**src/rtl/butterfly_add_sequencer.sv**
```systemverilog
// butterfly_add_sequencer
//
// Produces the four add/subtract terms of a radix-2 FFT butterfly with a
// single shared 16-bit sign-magnitude adder, stepped by a small sequencer:
//   X0 = A + B, X1 = A - B (real and imaginary parts).
// B arrives already rotated by the twiddle stage. All words are 16-bit
// sign-magnitude: bit 15 = sign (1 = negative), bits 14:0 = magnitude.
//
// Ports:
//   clk        rising-edge clock
//   rst        asynchronous active-high reset
//   in_valid   operands valid                      (handshake with in_ready)
//   in_ready   operands can be accepted; high only while idle
//   ar, ai     operand A real / imaginary
//   br, bi     operand B real / imaginary
//   out_valid  results valid, held until accepted  (handshake with out_ready)
//   out_ready  downstream accepts results
//   x0r, x0i   X0 = A + B real / imaginary
//   x1r, x1i   X1 = A - B real / imaginary
//   ovf        magnitude carry-out in any of the four operations
//   busy       sequencer is not idle

// Shared sign-magnitude adder. carry is only raised for same-sign adds whose
// magnitude sum leaves bit 14; differing signs subtract and never carry.
module sm_adder (
    input  logic [15:0] a,
    input  logic [15:0] b,
    output logic [15:0] sum,
    output logic        carry
);

    logic [14:0] ma;
    logic [14:0] mb;
    logic [15:0] mag_sum;
    logic        same_sign;
    logic        a_larger;

    assign ma        = a[14:0];
    assign mb        = b[14:0];
    assign same_sign = (a[15] == b[15]);
    assign a_larger  = (ma > mb);
    assign mag_sum   = {1'b0, ma} + {1'b0, mb};

    always_comb begin
        sum   = '0;
        carry = 1'b0;
        if (same_sign) begin
            sum   = {a[15], mag_sum[14:0]};
            carry = mag_sum[15];
        end else if (a_larger) begin
            sum = {a[15], ma - mb};
        end else begin
            // Equal magnitudes land here and take the sign of b, so a
            // negative zero (0x8000) is a legitimate result.
            sum = {b[15], mb - ma};
        end
    end

endmodule

module butterfly_add_sequencer (
    input  logic        clk,
    input  logic        rst,
    input  logic        in_valid,
    output logic        in_ready,
    input  logic [15:0] ar,
    input  logic [15:0] ai,
    input  logic [15:0] br,
    input  logic [15:0] bi,
    output logic        out_valid,
    input  logic        out_ready,
    output logic [15:0] x0r,
    output logic [15:0] x0i,
    output logic [15:0] x1r,
    output logic [15:0] x1i,
    output logic        ovf,
    output logic        busy
);

    typedef enum logic [2:0] {
        IDLE = 3'd0,
        OP0  = 3'd1,
        OP1  = 3'd2,
        OP2  = 3'd3,
        OP3  = 3'd4,
        DONE = 3'd5
    } state_t;

    state_t state;
    state_t state_nxt;

    logic        accept;
    logic        rel;

    // Operands captured at accept; later input changes have no effect.
    logic [15:0] ar_q;
    logic [15:0] ai_q;
    logic [15:0] br_q;
    logic [15:0] bi_q;

    // Shared adder operand mux and result.
    logic [15:0] add_a;
    logic [15:0] add_b;
    logic [15:0] add_sum;
    logic        add_carry;
    logic        op_active;

    // ------------------------------------------------------------------
    // Sequencer: state register
    // ------------------------------------------------------------------
    always_ff @(posedge clk or posedge rst) begin
        if (rst) begin
            state <= IDLE;
        end else begin
            state <= state_nxt;
        end
    end

    // ------------------------------------------------------------------
    // Sequencer: next state and handshake strobes
    // ------------------------------------------------------------------
    always_comb begin
        state_nxt = state;
        accept    = 1'b0;
        rel       = 1'b0;
        case (state)
            IDLE: begin
                if (in_valid) begin
                    accept    = 1'b1;
                    state_nxt = OP0;
                end
            end
            OP0: state_nxt = OP1;
            OP1: state_nxt = OP2;
            OP2: state_nxt = OP3;
            OP3: state_nxt = DONE;
            DONE: begin
                // in_valid arriving together with out_ready is not looked at
                // here; it is seen in IDLE on the following cycle.
                if (out_ready) begin
                    rel       = 1'b1;
                    state_nxt = IDLE;
                end
            end
            default: state_nxt = IDLE;
        endcase
    end

    assign in_ready  = (state == IDLE);
    assign out_valid = (state == DONE);
    assign busy      = (state != IDLE);
    assign op_active = (state == OP0) || (state == OP1) ||
                       (state == OP2) || (state == OP3);

    // ------------------------------------------------------------------
    // Operand registers
    // ------------------------------------------------------------------
    always_ff @(posedge clk or posedge rst) begin
        if (rst) begin
            ar_q <= '0;
            ai_q <= '0;
            br_q <= '0;
            bi_q <= '0;
        end else if (accept) begin
            ar_q <= ar;
            ai_q <= ai;
            br_q <= br;
            bi_q <= bi;
        end
    end

    // ------------------------------------------------------------------
    // Adder operand mux: X1 terms negate B by flipping its sign bit.
    // ------------------------------------------------------------------
    always_comb begin
        add_a = ar_q;
        add_b = br_q;
        case (state)
            OP0: begin
                add_a = ar_q;
                add_b = br_q;
            end
            OP1: begin
                add_a = ai_q;
                add_b = bi_q;
            end
            OP2: begin
                add_a = ar_q;
                add_b = {~br_q[15], br_q[14:0]};
            end
            OP3: begin
                add_a = ai_q;
                add_b = {~bi_q[15], bi_q[14:0]};
            end
            default: begin
                add_a = ar_q;
                add_b = br_q;
            end
        endcase
    end

    sm_adder u_adder (
        .a     (add_a),
        .b     (add_b),
        .sum   (add_sum),
        .carry (add_carry)
    );

    // ------------------------------------------------------------------
    // Result registers: each term is written at the end of its own step.
    // Accepting a new butterfly clears ovf but leaves old results in
    // place until they are overwritten.
    // ------------------------------------------------------------------
    always_ff @(posedge clk or posedge rst) begin
        if (rst) begin
            x0r <= '0;
            x0i <= '0;
            x1r <= '0;
            x1i <= '0;
        end else begin
            case (state)
                OP0:     x0r <= add_sum;
                OP1:     x0i <= add_sum;
                OP2:     x1r <= add_sum;
                OP3:     x1i <= add_sum;
                default: ;
            endcase
        end
    end

    always_ff @(posedge clk or posedge rst) begin
        if (rst) begin
            ovf <= 1'b0;
        end else if (accept) begin
            ovf <= 1'b0;
        end else if (op_active && add_carry) begin
            ovf <= 1'b1;
        end
    end

endmodule

```
**config.mk**
```make
export PLATFORM = sky130hd
export DESIGN_NAME = butterfly_add_sequencer
export DESIGN_NICKNAME = d
export VERILOG_FILES = /design/src/rtl/butterfly_add_sequencer.sv
export SDC_FILE = /design/constraint.sdc
export NUM_CORES = 1
export LEC_CHECK = 0
export ABC_CLOCK_PERIOD_IN_PS = 10500
export CAP_MARGIN = 20
export CORE_MARGIN = 5
export CORE_UTILIZATION = 58
export CTS_CLUSTER_SIZE = 16
export DETAILED_ROUTE_END_ITERATION = 10
export GPL_TIMING_DRIVEN = 0
export HOLD_SLACK_MARGIN = 0.08
export PLACE_DENSITY = 0.86
export SLEW_MARGIN = 20
export SYNTH_ARGS = -nofsm -noshare
export SYNTH_HDL_FRONTEND = slang
export SYNTH_SLANG_ARGS = --single-unit
```
**constraint.sdc**
```tcl
create_clock -name clk -period 10.5 [get_ports clk]
set_clock_uncertainty 0.15 [all_clocks]
set_input_delay 3.15 -clock clk [delete_from_list [all_inputs] [get_ports clk]]
set_output_delay 3.15 -clock clk [all_outputs]
set_load 0.02 [all_outputs]
```
==> results.json <==
{
  "grt_usage_pct": 27.83,
  "port_buffers": 135,
  "cts.path.max_buffers": 2,
  "fp.dieW_um": 126.2,
  "num_rows": 42,
  "clk_pin_slew_worst_paths_ns": 0.06,
  "first_pass_iters": 8,
  "cts.sinks": 132,
  "avgSynthCellArea_um2": 10.17,
  "syn-cell-area_mm2": 0.007829,
  "final_antenna_net_count": 0,
  "tightest_slew_ns": 0.9749,
  "grt_max_degree": 82,
  "synth_seq_cells": 132,
  "clock-root-buffer": "clkbuf_16",
  "tns_ns": 0,
  "nets": 1040,
  "worst_setup_path_end_kind": "primary output",
  "critical_path.max_fanout": 10,
  "violations": "DRC",
  "wl_per_cell_um": 19.69,
  "netlist_instances": 770,
  "viasPerCell": 6.039,
  "ys_types": 76,
  "cts-htree-levels": 4,
  "fin_area_mm2": 0.009948,
  "startpoint_type": "flop",
  "period_share_pct": 50.68,
  "cts_tree": "done",
  "syn_nets": 885,
  "cts_made_buffers": 17,
  "antenna_cells": 0,
  "max_freq_ghz": 0.1879,
  "setup-violations-final": 0,
  "crit_required_ns": 7.20,
  "path_class": "reg2out",
  "first_global_vias": 6753,
  "post_cts_buffers": 0,
  "routed_wl_um": 21870,
  "core_mm2": 0.01324,
  "ctsHoldBuffers": 0,
  "hold_class": "reg2reg",
  "area_growth_pct": 27.07,
  "maxSlewViolCount": 0,
  "dp_hpwl_um": 16330,
  "start_util_pct": 59.12,
  "antenna_found_initial": 0,
  "gr-total-overflow": 0,
  "crit_arrival_ns": 2.02,
  "vias": 6709,
  "grt_pass1_wl_um": 35290,
  "die-area_mm2": 0.01592,
  "postCtsResizedCells": 0,
  "max-cap-violations": 0,
  "gp_congestion": 0.9863,
  "period_minus_slack_ns": 5.322,
  "async_flop_share_pct": 100.0,
  "synth_edf_count": 0,
  "ios": 136,
  "synth_warnings": 0,
  "drc_errors": 1,
  "drt_iter0_markers": 617,
  "postPlaceCellArea_mm2": 0.009433,
  "layout-drive-gt1-share_pct": 16.79,
  "yosysSeqAreaShare_pct": 42.19,
  "whs_ns": 0.3291,
  "clock_latency_ns": 0.42,
  "max_slew_margin_pct": 34.57,
  "die_h_um": 126.2,
  "fillers": 967,
  "synth_flop_cell": "dfrtp_1",
  "hold_violations": 0,
  "status": "finished, violations left",
  "rsz0062_at_grt": "false"
}
[cell usage in the layout (no fill, tap or decap), types with 4 or more instances in the layout]
master	instances
clkdlybuf4s50_1	135
inv_1	48
a21oi_1	29
nand3_1	11
o21ai_1	41
o211ai_1	9
nand4_1	4
dfrtp_1	132
a31oi_1	4
nand2b_1	6
clkbuf_16	17
a21o_1	7
a221oi_1	6
mux2i_1	6
nor2_1	28
a211oi_1	5
buf_2	11
o31ai_1	6
a22oi_1	4
nor3_1	23
o21ai_0	20
nand2_1	89
nor2b_1	11
xnor2_1	8
clkbuf_1	33
o21bai_1	10
or3_1	9
clkinv_2	4
mux2_2	92
o311a_1	6
ha_1	44
[path summary, 6_finish.rpt]
kind	start	to	slack (ns)	cells past startpoint
max	state[0]	out_valid	5.18	3
min	x0r[1]	x0r[1]	0.33	2
max reg2reg	state[2]	x1r[12]	5.22	14
min reg2reg	x0r[1]	x0r[1]	0.33	2
max in group asynchronous	rst	x1i[10]	6.46	3
min in group asynchronous	rst	ai_q[14]	2.99	2
[cells by family after synthesis]
kind of cell / count (synthesis) / share of synthesized area (%)
multiplexers: 99 / 14.18
XOR/XNOR: 13 / 1.838
flip-flops: 132 / 42.19
AO/OA/AOI/OAI: 180 / 16.14
buffers and inverters: 92 / 4.635
adder cells (fa/ha/maj): 47 / 7.799
AND/OR/NAND/NOR: 207 / 13.22
[cell usage after synthesis (3+ instances only)]
master	count	share of area (%)
o211ai_1	9	0.86
inv_1	49	2.3
nand2b_1	6	0.48
nand4_1	4	0.32
a211o_1	3	0.34
o21bai_1	10	0.96
nand3_1	11	0.70
nand2_1	89	4.3
a21oi_1	29	1.9
xnor2_1	8	0.90
nor3_1	23	1.5
clkbuf_1	28	1.3
nor2_1	28	1.3
nand3b_1	3	0.29
a21o_1	7	0.67
o21ai_0	20	1.3
a211oi_1	5	0.48
xnor2_2	3	0.62
fa_1	3	0.77
buf_2	11	0.70
o311ai_2	3	0.62
o21a_1	3	0.29
mux2_2	92	13
o31ai_1	6	0.58
dfrtp_1	132	42
o21ai_1	41	2.6
buf_1	3	0.14
a22oi_1	4	0.38
ha_1	44	7.0
nor2b_1	11	0.88
o311a_1	6	0.77
a31oi_1	4	0.32
mux2i_1	6	0.77
or3_1	9	0.72
a221oi_1	6	0.67
and2_1	3	0.24
[flip-flops by register name (all words and copies together), names as in the netlist]
register	flops
x1r	16
ovf	1
ar_q	16
x0r	16
bi_q	16
x0i	16
ai_q	16
state	3
br_q	16
x1i	16
[area by class of cell]
type,instances,area (um2),area share (%)
Clock buffer,23,457.9,4.603
Timing Repair Buffer,136,1379,13.86
Clock inverter,6,57.56,0.5785
Multi-Input combinational cell,546,4163,41.84
Buffer,43,178.9,1.799
Tap cell,176,220.2,2.214
Inverter,49,188.9,1.899
Sequential cell,132,3303,33.20
[routing by layer]
metal | share of wire [%] | up-vias | GRT usage, %
li1 | - | 3043 | -
met1 | 41 | 3291 | 35.69
met2 | 49 | 329 | 47.39
met3 | 7.7 | 46 | 4.784
met4 | 2.6 | 0 | 10.47
met5 | 0 | - | 0
[per-stage QoR]
stage / setup slack [ns] / instances / utilization [%]
floorplan: 3.674 / 770 / -
global placement: 2.040 / 1081 / 70.98
detailed placement: 4.983 / 1082 / 71.23
CTS: 5.178 / 1111 / 75.12
global route: 5.006 / 1111 / 75.12
finish: 5.178 / 1111 / 75.12
[critical path, cell delays in order, from the launching register on]
cell and delay, ns:
dfrtp_1 0.44, clkbuf_1 0.35, and3b_1 0.21, clkdlybuf4s50_1 0.59
Power is not shown: default switching activity piles up to over one toggle a cycle in this logic, so the estimate is an artifact.
